--- config.mk ---
export PLATFORM = sky130hd
export DESIGN_NAME = fp_mac
export DESIGN_NICKNAME = d
export VERILOG_FILES = /design/src/rtl/fp_mac.sv
export SDC_FILE = /design/constraint.sdc
export NUM_CORES = 1
export LEC_CHECK = 0
export BUFFER_PORTS_ARGS = -buffer_cell sky130_fd_sc_hd__buf_4
export CORE_UTILIZATION = 50
export CTS_BUF_LIST = sky130_fd_sc_hd__clkbuf_8
export CTS_CLUSTER_DIAMETER = 40
export DETAILED_ROUTE_END_ITERATION = 10
export PLACE_DENSITY_LB_ADDON = 0.05
export SLEW_MARGIN = 20
export SYNTH_ARGS = -nofsm -noshare
export SYNTH_HDL_FRONTEND = slang
export SYNTH_SLANG_ARGS = --single-unit
--- constraint.sdc ---
create_clock -name clk -period 29.3 [get_ports clk]
set_input_delay 5.86 -clock clk [delete_from_list [all_inputs] [get_ports clk]]
set_output_delay 5.86 -clock clk [all_outputs]
set_load 0.02 [all_outputs]
--- src/rtl/fp_mac.sv ---
// FP16 multiply-accumulate: three register stages (operands, product, sum) with
// round-to-nearest-even, flush-to-zero subnormals and canonical NaN.
module fp_mac (
  input  logic        clk,
  input  logic        rst_n,
  input  logic [15:0] opA,
  input  logic [15:0] opB,
  input  logic [15:0] opADD,
  input  logic        enA,
  input  logic        enB,
  input  logic        enADD,
  input  logic        en_Mul_A,
  input  logic        en_Mul_B,
  input  logic        en_Add_A,
  input  logic        en_Add_B,
  output logic [15:0] out_o,
  output logic        val_o
);

  localparam logic [15:0] QNAN = 16'h7E00;

  logic [15:0] a_q, a_d, b_q, b_d, add_q, add_d, mul_q, mul_d, out_q, out_d;
  logic        val_q, val_d;

  // Round a normalized 11-bit significand, then resolve overflow / flush-to-zero.
  function automatic logic [15:0] rnd_pack(input logic s, input logic signed [7:0] e,
                                           input logic [10:0] m, input logic g,
                                           input logic r, input logic st);
    logic [11:0]        mr;
    logic signed [7:0]  ef;
    mr = {1'b0, m} + {11'b0, g & (r | st | m[0])};
    ef = e;
    if (mr[11]) begin
      mr = mr >> 1;
      ef = ef + 8'sd1;
    end
    if (ef >= 8'sd31)     rnd_pack = {s, 5'h1F, 10'h000};
    else if (ef <= 8'sd0) rnd_pack = {s, 15'h0000};
    else                  rnd_pack = {s, ef[4:0], mr[9:0]};
  endfunction

  function automatic logic [15:0] fp_mul(input logic [15:0] a, input logic [15:0] b);
    logic               s, na, nb, ia, ib, za, zb;
    logic [21:0]        p;
    logic signed [7:0]  e;
    s  = a[15] ^ b[15];
    na = (a[14:10] == 5'h1F) && (a[9:0] != 10'h0);
    nb = (b[14:10] == 5'h1F) && (b[9:0] != 10'h0);
    ia = (a[14:10] == 5'h1F) && (a[9:0] == 10'h0);
    ib = (b[14:10] == 5'h1F) && (b[9:0] == 10'h0);
    za = (a[14:10] == 5'h00);
    zb = (b[14:10] == 5'h00);
    p  = 22'({1'b1, a[9:0]}) * 22'({1'b1, b[9:0]});
    e  = $signed({3'b000, a[14:10]}) + $signed({3'b000, b[14:10]}) - 8'sd15;
    if (na || nb || (ia && zb) || (ib && za)) fp_mul = QNAN;
    else if (ia || ib)                        fp_mul = {s, 5'h1F, 10'h000};
    else if (za || zb)                        fp_mul = {s, 15'h0000};
    else if (p[21])
      fp_mul = rnd_pack(s, e + 8'sd1, p[21:11], p[10], p[9], |p[8:0]);
    else
      fp_mul = rnd_pack(s, e, p[20:10], p[9], p[8], |p[7:0]);
  endfunction

  function automatic logic [15:0] fp_add(input logic [15:0] a, input logic [15:0] b);
    logic               na, nb, ia, ib, za, zb;
    logic [15:0]        x, y;
    logic [4:0]         d;
    logic [13:0]        mx, my, sh, mask, m14;
    logic [14:0]        sum;
    logic [3:0]         pos, shl;
    logic signed [7:0]  e;
    na = (a[14:10] == 5'h1F) && (a[9:0] != 10'h0);
    nb = (b[14:10] == 5'h1F) && (b[9:0] != 10'h0);
    ia = (a[14:10] == 5'h1F) && (a[9:0] == 10'h0);
    ib = (b[14:10] == 5'h1F) && (b[9:0] == 10'h0);
    za = (a[14:10] == 5'h00);
    zb = (b[14:10] == 5'h00);
    if (a[14:0] >= b[14:0]) begin x = a; y = b; end
    else                    begin x = b; y = a; end
    d    = x[14:10] - y[14:10];
    mx   = {1'b1, x[9:0], 3'b000};
    my   = {1'b1, y[9:0], 3'b000};
    mask = (14'd1 << d) - 14'd1;
    if (d >= 5'd14) sh = 14'd1;
    else            sh = (my >> d) | {13'b0, |(my & mask)};
    e    = $signed({3'b000, x[14:10]});
    sum  = {1'b0, mx} + {1'b0, sh};
    m14  = mx - sh;
    pos  = 4'd0;
    for (int i = 0; i < 14; i++)
      if (m14[i]) pos = i[3:0];
    shl  = 4'd13 - pos;
    if (na || nb || (ia && ib && (a[15] != b[15]))) fp_add = QNAN;
    else if (ia)                                    fp_add = a;
    else if (ib)                                    fp_add = b;
    else if (za && zb)                              fp_add = {a[15] & b[15], 15'h0000};
    else if (za)                                    fp_add = b;
    else if (zb)                                    fp_add = a;
    else if (x[15] == y[15]) begin
      // Carry out of the significand: shift right, keep the lost bit as sticky.
      if (sum[14]) begin
        m14 = sum[14:1];
        fp_add = rnd_pack(x[15], e + 8'sd1, m14[13:3], m14[2], m14[1], m14[0] | sum[0]);
      end else begin
        m14 = sum[13:0];
        fp_add = rnd_pack(x[15], e, m14[13:3], m14[2], m14[1], m14[0]);
      end
    end
    else if (m14 == 14'd0)                          fp_add = 16'h0000;
    else begin
      m14 = m14 << shl;
      fp_add = rnd_pack(x[15], e - $signed({4'b0000, shl}), m14[13:3], m14[2], m14[1], m14[0]);
    end
  endfunction

  always_comb begin
    a_d   = enA   ? opA   : a_q;
    b_d   = enB   ? opB   : b_q;
    add_d = enADD ? opADD : add_q;
    mul_d = (en_Mul_A && en_Mul_B) ? fp_mul(a_q, b_q)     : mul_q;
    out_d = (en_Add_A && en_Add_B) ? fp_add(mul_q, add_q) : out_q;
    val_d = en_Add_A && en_Add_B;
  end

  // rst_n is active-high despite its name.
  always_ff @(posedge clk or posedge rst_n) begin
    if (rst_n) begin
      a_q   <= 16'h0000;
      b_q   <= 16'h0000;
      add_q <= 16'h0000;
      mul_q <= 16'h0000;
      out_q <= 16'h0000;
      val_q <= 1'b0;
    end else begin
      a_q   <= a_d;
      b_q   <= b_d;
      add_q <= add_d;
      mul_q <= mul_d;
      out_q <= out_d;
      val_q <= val_d;
    end
  end

  assign out_o = out_q;
  assign val_o = val_q;

endmodule

==> results of run 1 <==
metrics by stage:
step                      util [%]  hold slack, ns  area [sq um]  setup WS [ns]
after global routing          54.9           0.560         15400          16.33
final                         54.9           0.528         15400          17.31
after global placement        54.1           0.510         15200          17.80
after detailed placement      54.1           0.510         15200          17.46
after CTS                     54.9           0.537         15400          17.41
after floorplan                  -           0.490         14400          19.35
logic make-up after synthesis:
kind of cell / Yosys count / share of synthesized area, %
compound gates: 497 / 23.2
xor+xnor: 98 / 6.00
fa+ha+maj: 205 / 22.1
buf+inv: 241 / 6.49
flops: 81 / 14.0
mux: 57 / 4.80
simple gates: 680 / 23.4
sequential cells by signal, indices dropped and copies added, names as in the netlist:
signal,flops
b_q,16
add_q,16
a_q,16
val_o,1
mul_q,16
out_o,16
path summary, 6_finish.rpt:
| check | from | endpoint | slack, ns | cells after the start |
|---|---|---|---|---|
| worst max-delay path | add_q[10] | out_o[0] | 17.31 | 42 |
| worst min-delay path | out_o[15] | out_o[15] | 0.53 | 2 |
| worst max register to register | add_q[10] | out_o[0] | 17.31 | 42 |
| worst min register to register | out_o[15] | out_o[15] | 0.53 | 2 |
| max in group asynchronous | rst_n | b_q[1] | 23.10 | 3 |
| min in group asynchronous | rst_n | val_o | 5.67 | 3 |
metal layers:
| metal | global-route usage (%) | vias up | wire (um) |
|---|---|---|---|
| met1 | 37.8 | 6729 | 18400 |
| met2 | 55.5 | 484 | 22400 |
| met5 | 0 | - | 0 |
| met4 | 18.4 | 0 | 2740 |
| met3 | 3.59 | 142 | 2240 |
| li1 | - | 6684 | - |
cells in the final DEF (no fill, tap or decap), types with 77 or more instances in the layout:
master	instances
nor2_1	161
ha_1	122
fa_1	83
buf_4	82
inv_1	155
o21ai_0	108
a21oi_1	126
and2_1	78
nand2_1	190
dfrtp_1	81
xnor2_1	77
area by class of cell:
class                   instances  area, sq um  area share, %
repair buffers                 83          627           4.07
clock buffers                  10          138          0.893
inverters                     160          602           3.90
flip-flops and latches         81         2030           13.2
well taps                     378          473           3.07
multi-input cells            1537        11500           74.5
clock inverters                 6         71.3          0.463
critical path, delay by kind of cell, from the launching register on:
kind	cells	cell delay [ns]
buffers and inverters	5	1.07
XOR/XNOR	2	0.81
AND/OR/NAND/NOR	13	2.90
adder cells (fa/ha/maj)	5	2.42
AO/OA/AOI/OAI	16	3.93
flip-flops	1	0.43
multiplexers	1	0.37
==> metrics, run 1 <==
die area 0.0296 sq mm; Site Rows 61; transition time of the tightest slew-check pin around 1.2 ns; critical path arrival 12.32 ns; fin nets approximately 2.1k; drt total wl between 40000 and 50000 um; DR DRC count 0; sequential area share after synthesis about 14%; Placed Cells incl. Taps 2239; Finished Layout Cells 2255; syn nets ~2.1k; Placer Congestion approximately 0.96; IO buf count 73; gr usage total a little under a third; crit path max fanout 19; prevailing post-synth register cell dfrtp_1; number of CTS-inserted buffers 9; CP required just under 30 ns; Seq cells post-synth 81; Ys Warns 0; Peak Freq 83.4 MHz; DR pass1 iterations 6; global-route wire length before repair 73300 um; initial drt markers between 1k and 1.5k; Final period util 40.9%; top post-synthesis cells by area dfrtp_1 (14%), fa_1 (12%), ha_1 (11%); Distinct cells, synth between 90 and 100; area leader, netlist dfrtp_1; # fillers around 2.8k; clk_lat worst skew between 0.3 and 0.4 ns; post-DP HPWL 36800 um; area fraction of the dominant cell type after synthesis between 10% and 20%; Syn Area/Cell approximately 7.8 sq um; most used cell, CP ha_1; Vias ~14k; Final Skew 0.0175 ns; via/cell ratio 6.23; die height between 150 and 200 um; Post-synth top cells nand2_1 (190), nor2_1 (162), inv_1 (156); pin count of the biggest net entering global routing around 80; max incr delay on CP about 0.76 ns; Fin. Hold Viols 0; Synth Cell Area about 0.014 sq mm; Synth Instances 1859; Async S/R FF share, synth 100%; TritonCTS clock tree built; layout cells sized above 1 9.27%; critical path class reg2reg; I/O pin cnt 74; core area 0.0281 sq mm; clk sinks between 80 and 90; post-cts resize count 0; DRT antenna net count 0; CTS Root Cell clkbuf_8; number of setup buffers added after CTS 0; clk slew on worst S/H paths approximately 0.10 ns; startpoint types flop; post-route setup TNS 0 ns; Crit-path slowest cell ha_1; setup violators final 0; GR Overflow Total 0; min Tclk post-route ~12 ns; Worst Hold Class reg2reg; Slew headroom a little under a fifth; Clock Path Buffers 2; status finished clean; antenna violations before repair 0; drt wl/cell a little over 20 um; die width approximately 170 um; Starting Density about half; hold_buf cts 0; H-tree levels 3; area grow syn2layout 6.76%; Antenna Cells 0; EDFF count, synth 0; Max-Cap Viols 0; Slew Limit Fails 0; vias in the first global route roughly 14k; RSZ-0062 raised after global routing no; crit path capture type flop; top-count cell post-synth nand2_1
Power of run 1 is left out: the tool's default activity adds up to more than one toggle a clock period on the data nets, which glitch-free logic cannot reach.
==> run 2: changes to the inputs <==
--- a/config.mk
+++ b/config.mk
@@ -5,6 +5,7 @@
 export SDC_FILE = /design/constraint.sdc
 export NUM_CORES = 1
 export LEC_CHECK = 0
+export ABC_AREA = 1
 export BUFFER_PORTS_ARGS = -buffer_cell sky130_fd_sc_hd__buf_4
 export CORE_UTILIZATION = 50
 export CTS_BUF_LIST = sky130_fd_sc_hd__clkbuf_8
==> constraint.sdc (replaced) <==
create_clock -name clk -period 9.8 [get_ports clk]
set_input_delay 1.96 -clock clk [delete_from_list [all_inputs] [get_ports clk]]
set_output_delay 1.96 -clock clk [all_outputs]
set_load 0.02 [all_outputs]
==> run 2 against run 1 <==
Effect of this change: non-clock buffer count rose by 5; first-iteration DRC count is 12% higher; synthesized cell count increased by 21%; final cell count rose by 18%; sequential share of layout area is 0.11 points lower; area after synthesis increased by 0.40%; worst setup slack got worse by 16 ns; register-to-register slack got worse by 16 ns; highest routed layer unchanged.
==> metrics, run 2 <==
status finished clean (unchanged); top post-synthesis cells by area nand2_1 (16%), dfrtp_1 (14%), fa_1 (11%) (was dfrtp_1 (14%), fa_1 (12%), ha_1 (11%)); Slew Limit Fails 0 (unchanged); area grow syn2layout 7.23% (was 6.76%); vias in the first global route 14.0k (was 13.6k); Max-Cap Viols 0 (unchanged); CTS Root Cell clkbuf_8 (unchanged); die width 172 um (about the same); IO buf count 73 (unchanged); most common cell after layout, fill and taps aside nand2_1 (unchanged); clk sinks 81 (unchanged); clk slew on worst S/H paths 0.11 ns (was 0.10 ns); GR Overflow Total 0 (unchanged); global-route wire length before repair 73000 um (was 73300 um); Worst Hold Class reg2reg (unchanged); I/O pin cnt 74 (unchanged); Site Rows 61 (unchanged); area leader, netlist nand2_1 (was dfrtp_1); TritonCTS clock tree built (unchanged); H-tree levels 3 (unchanged); Starting Density 51.5% (was 51.4%); DR pass1 iterations 6 (unchanged); Clock Path Buffers 2 (unchanged); syn nets 2517 (was 2121); transition time of the tightest slew-check pin 1.02 ns (was 1.20 ns); layout cells sized above 1 8.77% (was 9.27%); DRT antenna net count 0 (unchanged); Hold Slack 0.505 ns (was 0.528 ns); antenna violations before repair 0 (unchanged); Top Family by Delay on Critical Path simple AND/OR/NAND/NOR gates (was compound AO/OA/AOI/OAI gates); Final period util 89.8% (was 40.9%); setup violators final 0 (unchanged); Synth Instances 2255 (was 1859); most frequent cells in the layout nand2_1 (619), inv_1 (383), nand3_1 (178), nor2_1 (163), o21ai_0 (122) (was nand2_1 (190), nor2_1 (161), inv_1 (155), a21oi_1 (126), ha_1 (122)); fin nets 2548 (was 2134); die height 172 um (about the same); crit path capture type flop (unchanged); RSZ-0062 raised after global routing no (unchanged); Placer Congestion 0.948 (was 0.962); Peak Freq 114 MHz (was 83.4 MHz); Fin. Hold Viols 0 (unchanged); sequential area share after synthesis 14.0% (about the same); drt wl/cell 17.0 um (was 20.3 um); Async S/R FF share, synth 100% (unchanged); Bufs and invs on worst path 8 (was 5); prevailing post-synth register cell dfrtp_1 (unchanged); pin count of the biggest net entering global routing 55 (was 82); Final Util 55.2% (was 54.9%); Slew headroom 31.3% (was 19.2%); drt total wl 45400 um (was 45800 um); DR DRC count 0 (unchanged); CP required 10.07 ns (was 29.63 ns); die area 0.0297 sq mm (was 0.0296 sq mm); top-count cell post-synth nand2_1 (unchanged); critical path arrival 9.07 ns (was 12.32 ns); via/cell ratio 5.53 (was 6.23); min Tclk post-route 8.80 ns (was 11.99 ns); post-DP HPWL 37200 um (was 36800 um); Syn Area/Cell 6.43 sq um (was 7.77 sq um); critical path class reg2reg (unchanged); core area 0.0282 sq mm (was 0.0281 sq mm); Seq cells post-synth 81 (unchanged); gr usage total 31.8% (about the same); number of CTS-inserted buffers 9 (unchanged); Synth Cell Area 0.0145 sq mm (was 0.0144 sq mm); crit path max fanout 18 (was 19); EDFF count, synth 0 (unchanged); Ys Warns 0 (unchanged); initial drt markers 1335 (was 1195); post-route setup TNS 0 ns (unchanged); Distinct cells, synth 62 (was 96); Final Skew 0.0176 ns (was 0.0175 ns); startpoint types flop (unchanged); Vias 14.8k (was 14.0k); Post-synth top cells nand2_1 (619), inv_1 (384), nand3_1 (178) (was nand2_1 (190), nor2_1 (162), inv_1 (156)); max incr delay on CP 0.48 ns (was 0.76 ns); area fraction of the dominant cell type after synthesis 16.0% (was 14.0%); Antenna Cells 0 (unchanged); Crit-path slowest cell ha_1 (unchanged); clk_lat worst skew 0.40 ns (was 0.39 ns); most used cell, CP nand2_1 (was ha_1)
==> run 2: cell count changes after synthesis, moves of 40 or more <==
cell     change
xor2_1      +40
inv_1      +228
nand3_1    +137
xnor2_1     -63
and2_1      -73
nand2_1    +429
==> run 2: worst register-to-register path: cells and delay by family (launching register included) <==
family	cells	cell delay, ns
flops	1	0.39
compound gates	8	1.38
simple gates	33	3.59
buf+inv	8	1.10
xor+xnor	2	0.43
fa+ha+maj	5	1.80
==> run 2: cell type report <==
| class | instances | area [sq um] |
|---|---|---|
| fillers | 2890 | 12600 |
| multi-input cells | 1702 | 10600 |
| flip-flops and latches | 81 | 2030 |
| inverters | 404 | 1520 |
| repair buffers | 88 | 661 |
| well taps | 378 | 473 |
| clock buffers | 9 | 124 |
| clock inverters | 7 | 109 |
==> run 2: repair_timing <==
item / CTS / global route
hold buffers: 0 / 0
gates resized for setup: 0 / 2
setup endpoints to repair: 0 / 14
buffers inserted: 0 / 1
==> run 2: metrics by stage <==
stage / std cells / instance area [sq um] / setup slack, ns
2_1_floorplan: 2255 / 14500 / 2.21
3_3_place_gp: 2652 / 15300 / 1.03
3_5_place_dp: 2652 / 15300 / 0.734
4_1_cts: 2668 / 15500 / 0.699
5_1_grt: 2669 / 15500 / 0.0890
6_report: 2669 / 15500 / 1.00
==> run 2: kinds of logic (layout without fill, tap and decap cells) <==
group / Yosys count / after routing / synth area share [%]
AOI/OAI and AO/OA: 309 / 309 / 12.4
xor gates and xnor gates: 77 / 77 / 4.96
adders and majority gates: 205 / 205 / 22.0
buffers and inverters: 472 / 508 / 12.7
DFF: 81 / 81 / 14.0
muxes: 11 / 11 / 0.846
and+or+nand+nor: 1100 / 1100 / 33.1
==> run 2: per-layer routing <==
metal	wire length (um)	vias to the layer above	share of wire [%]	GRT usage (%)
met5	0	-	0	0
met4	887	0	2.0	7.96
met3	3290	60	7.3	5.08
met2	20600	502	45	51.8
met1	20600	6970	45	43.9
li1	-	7225	-	-
==> run 2: path summary, 6_finish.rpt <==
path	from	end	slack [ns]	cells past startpoint
max	add_q[4]	out_o[9]	1.00	56
min	out_o[1]	out_o[1]	0.51	2
max reg2reg	add_q[4]	out_o[9]	1.00	56
min reg2reg	out_o[1]	out_o[1]	0.51	2
max in group asynchronous	rst_n	a_q[3]	7.09	3
min in group asynchronous	rst_n	out_o[1]	1.58	2
Power of run 2 is left out for the same reason.
